[config.mk]
export PLATFORM = sky130hd
export DESIGN_NAME = cbfp_block_exp_flat
export DESIGN_NICKNAME = d
export VERILOG_FILES = /design/src/rtl/cbfp_pkg.sv /design/src/rtl/cbfp_block_exp_if.sv /design/src/rtl/cbfp_lzc.sv /design/src/rtl/cbfp_block_exp.sv /design/src/flat_wrapper.sv
export SDC_FILE = /design/constraint.sdc
export NUM_CORES = 1
export LEC_CHECK = 0
export CAP_MARGIN = 20
export CORE_MARGIN = 8
export CORE_UTILIZATION = 30
export DETAILED_ROUTE_END_ITERATION = 8
export MAX_ROUTING_LAYER = met4
export PLACE_DENSITY_LB_ADDON = 0.12
export SYNTH_ARGS = -nofsm -noshare
export SYNTH_HDL_FRONTEND = slang
export SYNTH_SLANG_ARGS = --single-unit
[constraint.sdc]
create_clock -name clk -period 6.7 [get_ports clk]
set_input_delay 1.005 -clock clk [delete_from_list [all_inputs] [get_ports clk]]
set_output_delay 1.005 -clock clk [all_outputs]
set_load 0.02 [all_outputs]
[src/rtl/cbfp_pkg.sv]
// Shared constants, types and the shift rule for the CBFP block-exponent detector.
package cbfp_pkg;

    localparam int DEF_DATA_WIDTH = 23;
    localparam int DEF_OUT_WIDTH  = 16;
    localparam int DEF_MAG_WIDTH  = $clog2(DEF_DATA_WIDTH);

    typedef logic [DEF_MAG_WIDTH-1:0] mag_t;

    // Right shift that brings a block with magnitude index mag into out_width signed bits.
    function automatic int calc_shift(input int mag, input int out_width);
        return (mag + 2 > out_width) ? (mag + 2 - out_width) : 0;
    endfunction

endpackage

[src/rtl/cbfp_block_exp_if.sv]
// Beat input and block-result bundle between a butterfly stage and the CBFP detector.
interface cbfp_block_exp_if
    import cbfp_pkg::*;
#(
    parameter int DATA_WIDTH = DEF_DATA_WIDTH,
    parameter int LANES      = 16,
    parameter int MAG_WIDTH  = $clog2(DATA_WIDTH)
);
    logic                              in_valid;
    logic                              in_sop;
    logic [LANES-1:0][DATA_WIDTH-1:0]  din_re;
    logic [LANES-1:0][DATA_WIDTH-1:0]  din_im;
    logic                              out_valid;
    logic [MAG_WIDTH-1:0]              blk_mag;
    logic [MAG_WIDTH-1:0]              blk_shift;
    logic                              blk_zero;
    logic                              err_sop;

    modport master (
        output in_valid, in_sop, din_re, din_im,
        input  out_valid, blk_mag, blk_shift, blk_zero, err_sop
    );

    modport slave (
        input  in_valid, in_sop, din_re, din_im,
        output out_valid, blk_mag, blk_shift, blk_zero, err_sop
    );

endinterface

[src/rtl/cbfp_lzc.sv]
// Magnitude index of one signed component: top differing bit below the sign, no negation adder.
module cbfp_lzc
    import cbfp_pkg::*;
#(
    parameter int DATA_WIDTH = DEF_DATA_WIDTH,
    parameter int MAG_WIDTH  = $clog2(DATA_WIDTH)
) (
    input  logic [DATA_WIDTH-1:0] x,
    output logic [MAG_WIDTH-1:0]  mag,
    output logic                  nz
);

    logic [DATA_WIDTH-2:0] diff;

    // NOTE: every signal driven here gets a default before any conditional, so no latch is inferred.
    always_comb begin
        diff = x[DATA_WIDTH-2:0] ^ {(DATA_WIDTH-1){x[DATA_WIDTH-1]}};
        nz   = |diff;
        mag  = '0;
        for (int i = 0; i < DATA_WIDTH - 1; i++) begin
            if (diff[i]) mag = MAG_WIDTH'(i);
        end
    end

endmodule

[src/rtl/cbfp_block_exp.sv]
// Pipelined block-exponent detector: lane max tree + beat counter (stage 1), block accumulator
// and result registers (stage 2).
module cbfp_block_exp
    import cbfp_pkg::*;
#(
    parameter int DATA_WIDTH = DEF_DATA_WIDTH,
    parameter int LANES      = 16,
    parameter int BLOCK_LEN  = 64,
    parameter int OUT_WIDTH  = DEF_OUT_WIDTH,
    parameter int MAG_WIDTH  = $clog2(DATA_WIDTH)
) (
    input logic             clk,
    input logic             rstn,
    cbfp_block_exp_if.slave bus
);

    localparam int BEATS = BLOCK_LEN / LANES;
    localparam int CNT_W = (BEATS > 1) ? $clog2(BEATS) : 1;
    localparam logic [CNT_W-1:0] LAST_CNT = CNT_W'(BEATS - 1);

    logic [MAG_WIDTH-1:0] re_mag [LANES];
    logic [MAG_WIDTH-1:0] im_mag [LANES];
    logic [LANES-1:0]     re_nz;
    logic [LANES-1:0]     im_nz;

    for (genvar i = 0; i < LANES; i++) begin : g_lane
        cbfp_lzc #(.DATA_WIDTH(DATA_WIDTH), .MAG_WIDTH(MAG_WIDTH)) u_re (
            .x(bus.din_re[i]), .mag(re_mag[i]), .nz(re_nz[i])
        );
        cbfp_lzc #(.DATA_WIDTH(DATA_WIDTH), .MAG_WIDTH(MAG_WIDTH)) u_im (
            .x(bus.din_im[i]), .mag(im_mag[i]), .nz(im_nz[i])
        );
    end

    logic [MAG_WIDTH-1:0] beat_mag;
    logic                 beat_nz;

    always_comb begin
        beat_mag = '0;
        for (int i = 0; i < LANES; i++) begin
            if (re_mag[i] > beat_mag) beat_mag = re_mag[i];
            if (im_mag[i] > beat_mag) beat_mag = im_mag[i];
        end
        beat_nz = |{re_nz, im_nz};
    end

    // An sop or a zero count starts a block; pos is where this beat lands in it.
    logic [CNT_W-1:0] cnt, pos, cnt_next;
    logic             blk_start, beat_last, sop_err;

    always_comb begin
        blk_start = bus.in_sop || (cnt == '0);
        pos       = blk_start ? '0 : cnt;
        beat_last = (pos == LAST_CNT);
        cnt_next  = beat_last ? '0 : pos + CNT_W'(1);
        sop_err   = bus.in_valid && bus.in_sop && (cnt != '0);
    end

    logic                 s1_valid, s1_first, s1_last, s1_nz, err_q;
    logic [MAG_WIDTH-1:0] s1_mag;

    // NOTE: sequential state uses non-blocking assignments so every register samples pre-edge values.
    always_ff @(posedge clk or negedge rstn) begin
        if (!rstn) begin
            cnt      <= '0;
            s1_valid <= 1'b0;
            s1_first <= 1'b0;
            s1_last  <= 1'b0;
            s1_nz    <= 1'b0;
            s1_mag   <= '0;
            err_q    <= 1'b0;
        end else begin
            s1_valid <= bus.in_valid;
            err_q    <= sop_err;
            if (bus.in_valid) begin
                cnt      <= cnt_next;
                s1_first <= blk_start;
                s1_last  <= beat_last;
                s1_mag   <= beat_mag;
                s1_nz    <= beat_nz;
            end
        end
    end

    // A first beat ignores the accumulator, which is how partial blocks are dropped.
    logic [MAG_WIDTH-1:0] acc_mag, merged_mag, merged_shift;
    logic                 acc_nz, merged_nz;

    always_comb begin
        merged_mag   = (s1_first || (s1_mag > acc_mag)) ? s1_mag : acc_mag;
        merged_nz    = s1_nz || (!s1_first && acc_nz);
        merged_shift = MAG_WIDTH'(calc_shift(int'(merged_mag), OUT_WIDTH));
    end

    logic                 out_valid_q, blk_zero_q;
    logic [MAG_WIDTH-1:0] blk_mag_q, blk_shift_q;

    always_ff @(posedge clk or negedge rstn) begin
        if (!rstn) begin
            acc_mag     <= '0;
            acc_nz      <= 1'b0;
            out_valid_q <= 1'b0;
            blk_mag_q   <= '0;
            blk_shift_q <= '0;
            blk_zero_q  <= 1'b1;
        end else begin
            out_valid_q <= s1_valid && s1_last;
            if (s1_valid) begin
                acc_mag <= merged_mag;
                acc_nz  <= merged_nz;
            end
            if (s1_valid && s1_last) begin
                blk_mag_q   <= merged_mag;
                blk_shift_q <= merged_shift;
                blk_zero_q  <= !merged_nz;
            end
        end
    end

    assign bus.out_valid = out_valid_q;
    assign bus.blk_mag   = blk_mag_q;
    assign bus.blk_shift = blk_shift_q;
    assign bus.blk_zero  = blk_zero_q;
    assign bus.err_sop   = err_q;

endmodule

[src/flat_wrapper.sv]
// flat-port wrapper written by rule: the top's interface ports become plain ports
module cbfp_block_exp_flat import cbfp_pkg::*;
#(
    parameter int DATA_WIDTH = DEF_DATA_WIDTH,
    parameter int LANES      = 16,
    parameter int BLOCK_LEN  = 64,
    parameter int OUT_WIDTH  = DEF_OUT_WIDTH,
    parameter int MAG_WIDTH  = $clog2(DATA_WIDTH)
)
  (clk, rstn, bus_in_valid, bus_in_sop, bus_din_re, bus_din_im, bus_out_valid, bus_blk_mag, bus_blk_shift, bus_blk_zero, bus_err_sop);
  cbfp_block_exp_if #(.DATA_WIDTH(DATA_WIDTH), .LANES(LANES), .MAG_WIDTH(MAG_WIDTH)) bus_i ();
  input logic clk;
  input logic rstn;
  input wire logic [$bits(bus_i.in_valid)-1:0] bus_in_valid;
  input wire logic [$bits(bus_i.in_sop)-1:0] bus_in_sop;
  input wire logic [$bits(bus_i.din_re)-1:0] bus_din_re;
  input wire logic [$bits(bus_i.din_im)-1:0] bus_din_im;
  output wire logic [$bits(bus_i.out_valid)-1:0] bus_out_valid;
  output wire logic [$bits(bus_i.blk_mag)-1:0] bus_blk_mag;
  output wire logic [$bits(bus_i.blk_shift)-1:0] bus_blk_shift;
  output wire logic [$bits(bus_i.blk_zero)-1:0] bus_blk_zero;
  output wire logic [$bits(bus_i.err_sop)-1:0] bus_err_sop;
  assign bus_i.in_valid = bus_in_valid;
  assign bus_i.in_sop = bus_in_sop;
  assign bus_i.din_re = bus_din_re;
  assign bus_i.din_im = bus_din_im;
  assign bus_out_valid = bus_i.out_valid;
  assign bus_blk_mag = bus_i.blk_mag;
  assign bus_blk_shift = bus_i.blk_shift;
  assign bus_blk_zero = bus_i.blk_zero;
  assign bus_err_sop = bus_i.err_sop;
  cbfp_block_exp #(.DATA_WIDTH(DATA_WIDTH), .LANES(LANES), .BLOCK_LEN(BLOCK_LEN), .OUT_WIDTH(OUT_WIDTH), .MAG_WIDTH(MAG_WIDTH)) u_core (.clk(clk), .rstn(rstn), .bus(bus_i));
endmodule
# == After elaboration in Yosys (flattened, before gate mapping) ==
# Index checks and enable logic that the tools add are counted.
# classes
div_mod_pow,0
n_lt_le_gt_ge,34
n_eq_ne,1
reduce_logical,12
bitwise_logic,32
addsub,3
shift,0
mul,0
muxes,708
# ops
cell,n
5-bit two-way mux,674
704-bit OR reduction,1
22-bit bitwise XOR,32
5-bit greater-than comparator,32
1-bit two-way mux,32
5-bit by 2-bit adder with 6-bit output (second input constant),1
6-bit by 5-bit greater-than comparator with 1-bit output (second input constant),1
5-bit by 1-bit greater-than comparator with 1-bit output (second input constant),1
5-bit subtractor (second input constant),1
1-bit logical AND,4
2-bit two-way mux,2
1-bit logical OR,3
2-bit by 1-bit adder with 2-bit output (second input constant),1
2-bit == test (second input constant),1
1-bit logical NOT,2
2-bit logical NOT,1
2-bit nonzero test,1
# totals
mem_bits_ro,0
memories,0
input_bits,740
latchBits,0
word_cells,803
ff_bits,30
mem_bits_rw,0
out_inout_bits,13

# == Longest topological paths before layout ==
# depth
depth_word,86
depth_mapped,268
mapped_depth_nobuf,256

# == Hierarchy ==
# From an unflattened synthesis, not the netlist that was laid out.
# unflattened
hier_cells,4199
hier_area_um2,25429.4
# by_module_without_submodules
module,area_per_inst_um2,n_inst,seq_area_each_um2,cells_each
cbfp_lzc,518.0,32,0.0,94
cbfp_block_exp,8853.5,1,752.0,1191

# == Worst setup path after synthesis ==
# No wires, ideal clock.
# synth_path
kind,input to register
from,input bus_din_re[22]
to,register u_core.s1_mag[1]
stages,239
n_path_buf,15
setup_ns,0.065
slack_ns,-40.704
t_arrival_ns,47.338
required_ns,6.635
path_cell_list,buf_2 buf_1 clkbuf_1 nand2_1 a21oi_1 a221oi_1 o21ai_0 and2_1 inv_1 ha_1 nand2b_1 a21oi_1 o21ai_1 o311ai_2 inv_1 ha_1 nand2b_1 a21oi_1 [... 203 more ...] ha_1 a21o_1 a21oi_1 o21ai_0 o21ai_0 clkbuf_1 nor2_1 a211o_1 ha_1 nor2b_1 o21a_1 o21ai_0 nand2b_1 a21oi_1 a31oi_1 clkbuf_1 a2111oi_0 o22a_1
# synth_via
elab_chain_cells,86
# synth_rtl
item,line,source
from (decl),flat_wrapper.sv:16,input wire logic [$bits(bus_i.din_re)-1:0] bus_din_re;
22-bit bitwise XOR (*),cbfp_lzc.sv:17,diff = x[DATA_WIDTH-2:0] ^ {(DATA_WIDTH-1){x[DATA_WIDTH-1]}};
1-bit two-way mux,cbfp_lzc.sv:21,if (diff[i]) mag = MAG_WIDTH'(i);
5-bit two-way mux (19 in a row),cbfp_lzc.sv:21,
5-bit two-way mux (*),cbfp_lzc.sv:21,
5-bit by 1-bit greater-than comparator with 1-bit output,cbfp_block_exp.sv:41,if (re_mag[i] > beat_mag) beat_mag = re_mag[i];
5-bit two-way mux (*),cbfp_block_exp.sv:41,
5-bit greater-than comparator,cbfp_block_exp.sv:42,if (im_mag[i] > beat_mag) beat_mag = im_mag[i];
5-bit two-way mux (*),cbfp_block_exp.sv:42,
[... 52 more ...],-,
5-bit greater-than comparator,cbfp_block_exp.sv:41,
5-bit two-way mux (*),cbfp_block_exp.sv:41,
5-bit greater-than comparator,cbfp_block_exp.sv:42,
5-bit two-way mux (*),cbfp_block_exp.sv:42,
5-bit greater-than comparator,cbfp_block_exp.sv:41,
5-bit two-way mux (*),cbfp_block_exp.sv:41,
5-bit greater-than comparator,cbfp_block_exp.sv:42,
5-bit two-way mux (*),cbfp_block_exp.sv:42,
to (signal assigned),cbfp_block_exp.sv:79,s1_mag <= beat_mag;
to (decl),cbfp_block_exp.sv:60,logic [MAG_WIDTH-1:0] s1_mag;
# Mark *: on every way between the ends. The rest lies on a longest branch, timed or not.
# A chain may end at the register's enable or synchronous reset.

# == Worst setup path in the final report ==
# layout_path
from,input bus_din_im[22]
to,register u_core.s1_mag[4]
# layout_via
elab_chain_cells,84
# layout_rtl
item,line,source
from (decl),flat_wrapper.sv:17,input wire logic [$bits(bus_i.din_im)-1:0] bus_din_im;
22-bit bitwise XOR (*),cbfp_lzc.sv:17,
1-bit two-way mux,cbfp_lzc.sv:21,
5-bit two-way mux (19 in a row),cbfp_lzc.sv:21,
5-bit two-way mux (*),cbfp_lzc.sv:21,
5-bit greater-than comparator,cbfp_block_exp.sv:42,
5-bit two-way mux (*),cbfp_block_exp.sv:42,
5-bit greater-than comparator,cbfp_block_exp.sv:41,
5-bit two-way mux (*),cbfp_block_exp.sv:41,
[... 50 more ...],-,
5-bit greater-than comparator,cbfp_block_exp.sv:41,
5-bit two-way mux (*),cbfp_block_exp.sv:41,
5-bit greater-than comparator,cbfp_block_exp.sv:42,
5-bit two-way mux (*),cbfp_block_exp.sv:42,
5-bit greater-than comparator,cbfp_block_exp.sv:41,
5-bit two-way mux (*),cbfp_block_exp.sv:41,
5-bit greater-than comparator,cbfp_block_exp.sv:42,
5-bit two-way mux (*),cbfp_block_exp.sv:42,
# Marked as above.

==> run metrics <==
Layout Utilization=59.9%; Crit path largest cell delay=0.43 ns; met1 wire length=59.9 mm; most common cell after layout, fill and taps aside=buf_4; die area=0.0911 mm²; # nets final=7,349; # IOs=753; layout cell share with drive strength beyond 1=34.5%; DR vias/cell=5.41; vias=40,900; vias in the first global route=39,200; Hold Vio Cnt, Final=0; chip width=302 µm; synthesized area=0.0245 mm²; unrepaired setup endpoints after global routing=true; FF+latch count, synth=30; Die Y=302 µm; worst path bufs/invs=64; drt total wl=147 mm; status=finished with violations; Synth Instances=4,102; largest delay contributor family on the critical path=compound AO/OA/AOI/OAI gates; top sig layer=met4; Post-CTS Hold Buffers=0; Clk Tree Root Cell=clkbuf_16; synth-to-layout area growth=99.2%; fill cell count=7,598; Max clock buf depth=2; final period utilization=639%; gr usage total=30.8%; critical path fanouts, max=7; Tightest Pin Transition=1.20 ns; most frequent cells in the layout=buf_4, clkdlybuf4s50_1, nand2_1, nor2_1, nand3_1; failing checks=setup timing; Starting DRT DRC Count=2,410; DRC=0; average wire per standard cell=19.5 µm; Worst EP arrival=42.94 ns; EDFF count, synth=0; CP Data Required Time=6.84 ns; Slew Viols, Final=0; sequential area share after synthesis=3.07%; Layout Skew=0.00356 ns; largest net degree at the start of global routing=34; CTS tree=built; clock-pin slew on the worst setup and hold paths=0.05 ns; Warnings, synthesis=0; worst skew pair latency=0.27 ns; sequential cell area=752 µm²; core footprint=0.0815 mm²; asr flop ratio synth=100%; HPWL Detailed=125 mm; minimum clock period=42.79 ns; first-pass GRT wire length=219 mm; Peak Freq=0.0234 GHz; WP depth=254; Post-Syn Nets=5,004; CP max-delay cell=a2111o_1; final setup violation count=5; met3 WL post-DR=9.57 mm; max_cap viols=0; initial antenna violation count=39; GRT overflow=0; hold path depth=1; clock buffer count from CTS=5; r2r worst-path depth=16; Max-slew headroom=19.9%; ys flop type=dfrtp_1; Multi-input gate area=0.0251 mm²; Pre-antenna DRT Iters=6; Routed met2 length=72.0 mm; post-synthesis area per instance=5.97 µm²; hold crit path type=reg2reg; Detail Route Antenna Nets=0; H-Tree Depth=2; Worst Setup Start Kind=input pin; initial core utilization=30.1%; # rows=105; most frequent CP cell=buf_4; CP Capture Type=flop; Worst Slack Setup Final=-36.09 ns; PortBufs=752; post-synthesis cell type count=93; Clock Sinks=30; Crit Path Category=in2reg; DP Worst Slack=-38.07 ns; routability cong.=1.01
==> sequential cells by signal, indices dropped and copies added, names as in the netlist, 2 cells and up <==
signal,flops
u_core.acc_mag,5
u_core.bus.blk_mag,5
u_core.bus.blk_shift,5
u_core.cnt,2
u_core.s1_mag,5
==> layout make-up <==
| type | count | share of cell area (%) |
|---|---|---|
| clock buffers | 6 | 0.284 |
| flip-flops and latches | 30 | 1.54 |
| inverters | 220 | 1.69 |
| repair buffers | 2461 | 42.0 |
| diodes | 46 | 0.236 |
| well taps | 1070 | 2.74 |
| multi-input cells | 3729 | 51.4 |
| clock inverters | 2 | 0.123 |
==> Yosys cell counts (9+ instances only) <==
cell	number	area share, %
mux2i_1	21	0.86
o21ai_1	12	0.25
a22oi_1	19	0.58
a31oi_1	84	2.1
o21bai_1	31	0.95
a21boi_0	60	1.8
a2111oi_0	17	0.61
a2bb2oi_1	32	1.1
inv_1	220	3.4
nand4_1	38	0.97
nor4_1	47	1.2
buf_1	15	0.23
nand2_1	492	7.5
o2111a_1	9	0.41
clkbuf_1	98	1.5
a21o_1	52	1.6
a221oi_1	56	2.0
dfrtp_1	29	3.0
ha_1	162	8.3
o211ai_1	43	1.3
nand2b_1	107	2.7
nor2b_1	91	2.3
or2_2	75	1.9
o221ai_1	35	1.3
and2_1	42	1.1
a22o_1	9	0.32
and3_1	90	2.3
o22a_1	12	0.43
o31a_1	14	0.50
o21a_1	62	1.9
a31o_2	15	0.54
nand3_1	274	5.6
o2111ai_1	19	0.68
o21ai_0	266	5.4
xor2_1	12	0.43
nor2_1	455	7.0
or4_1	22	0.67
a211oi_1	39	1.2
or3_1	126	3.2
mux2_2	16	0.74
a21oi_1	284	5.8
o22ai_1	80	2.0
buf_2	13	0.27
o31ai_1	44	1.3
nor3_1	198	4.0
==> worst paths after layout <==
check                      slack [ns]                      end        startpoint
min                              0.47      u_core.bus.blk_zero      u_core.s1_nz
min in group asynchronous        1.12    u_core.bus.blk_mag[1]              rstn
max in group asynchronous        5.26      u_core.bus.blk_zero              rstn
max                            -36.09         u_core.s1_mag[4]    bus_din_im[22]
min reg2reg                      0.47      u_core.bus.blk_zero      u_core.s1_nz
max reg2reg                      2.79  u_core.bus.blk_shift[1]  u_core.s1_mag[1]
==> cell families after synthesis <==
group | synth area share (%)
buf+inv | 5.41
simple gates | 41.4
xor+xnor | 0.679
flops | 3.07
mux | 1.59
compound gates | 39.6
fa+ha+maj | 8.27
==> layer usage <==
layer	vias to the layer above	global-route usage [%]
li1	20300	-
met1	19100	35.8
met2	1247	53.6
met3	240	4.86
met4	0	11.0
met5	-	-
==> through the flow <==
stage	setup TNS (ns)	hold slack [ns]	instances	instance area (µm²)
floorplan	-177.33	0.419	4102	25300
global placement	-182.20	0.463	7260	44600
detailed placement	-189.89	0.471	7261	44600
CTS	-172.91	0.475	7486	47700
global route	-189.60	0.503	7555	48800
finish	-180.14	0.473	7564	48800
==> worst reg2reg max path: stages, from the launching register on <==
cell and delay [ns]:
dfrtp_1 0.43, ha_1 0.30, nor2b_1 0.13, o21a_1 0.15, o21ai_0 0.15, nand2b_1 0.08, a21oi_1 0.14, a31oi_1 0.06
nor2_1 0.43, mux2i_1 0.54, inv_1 0.11, ha_1 0.33, nor3b_1 0.27, nand2_1 0.08, a21boi_0 0.26, nor3_1 0.13
a22o_1 0.22
==> what timing repair did <==
item                                    CTS  global route
pin swaps                               195            92
resized for setup                       309           140
endpoints found under the setup margin    5             5
cloned                                    5             0
setup buffers                           214            32
Power is not shown: default switching activity piles up to over one toggle a cycle in this logic, so the estimate is an artifact.
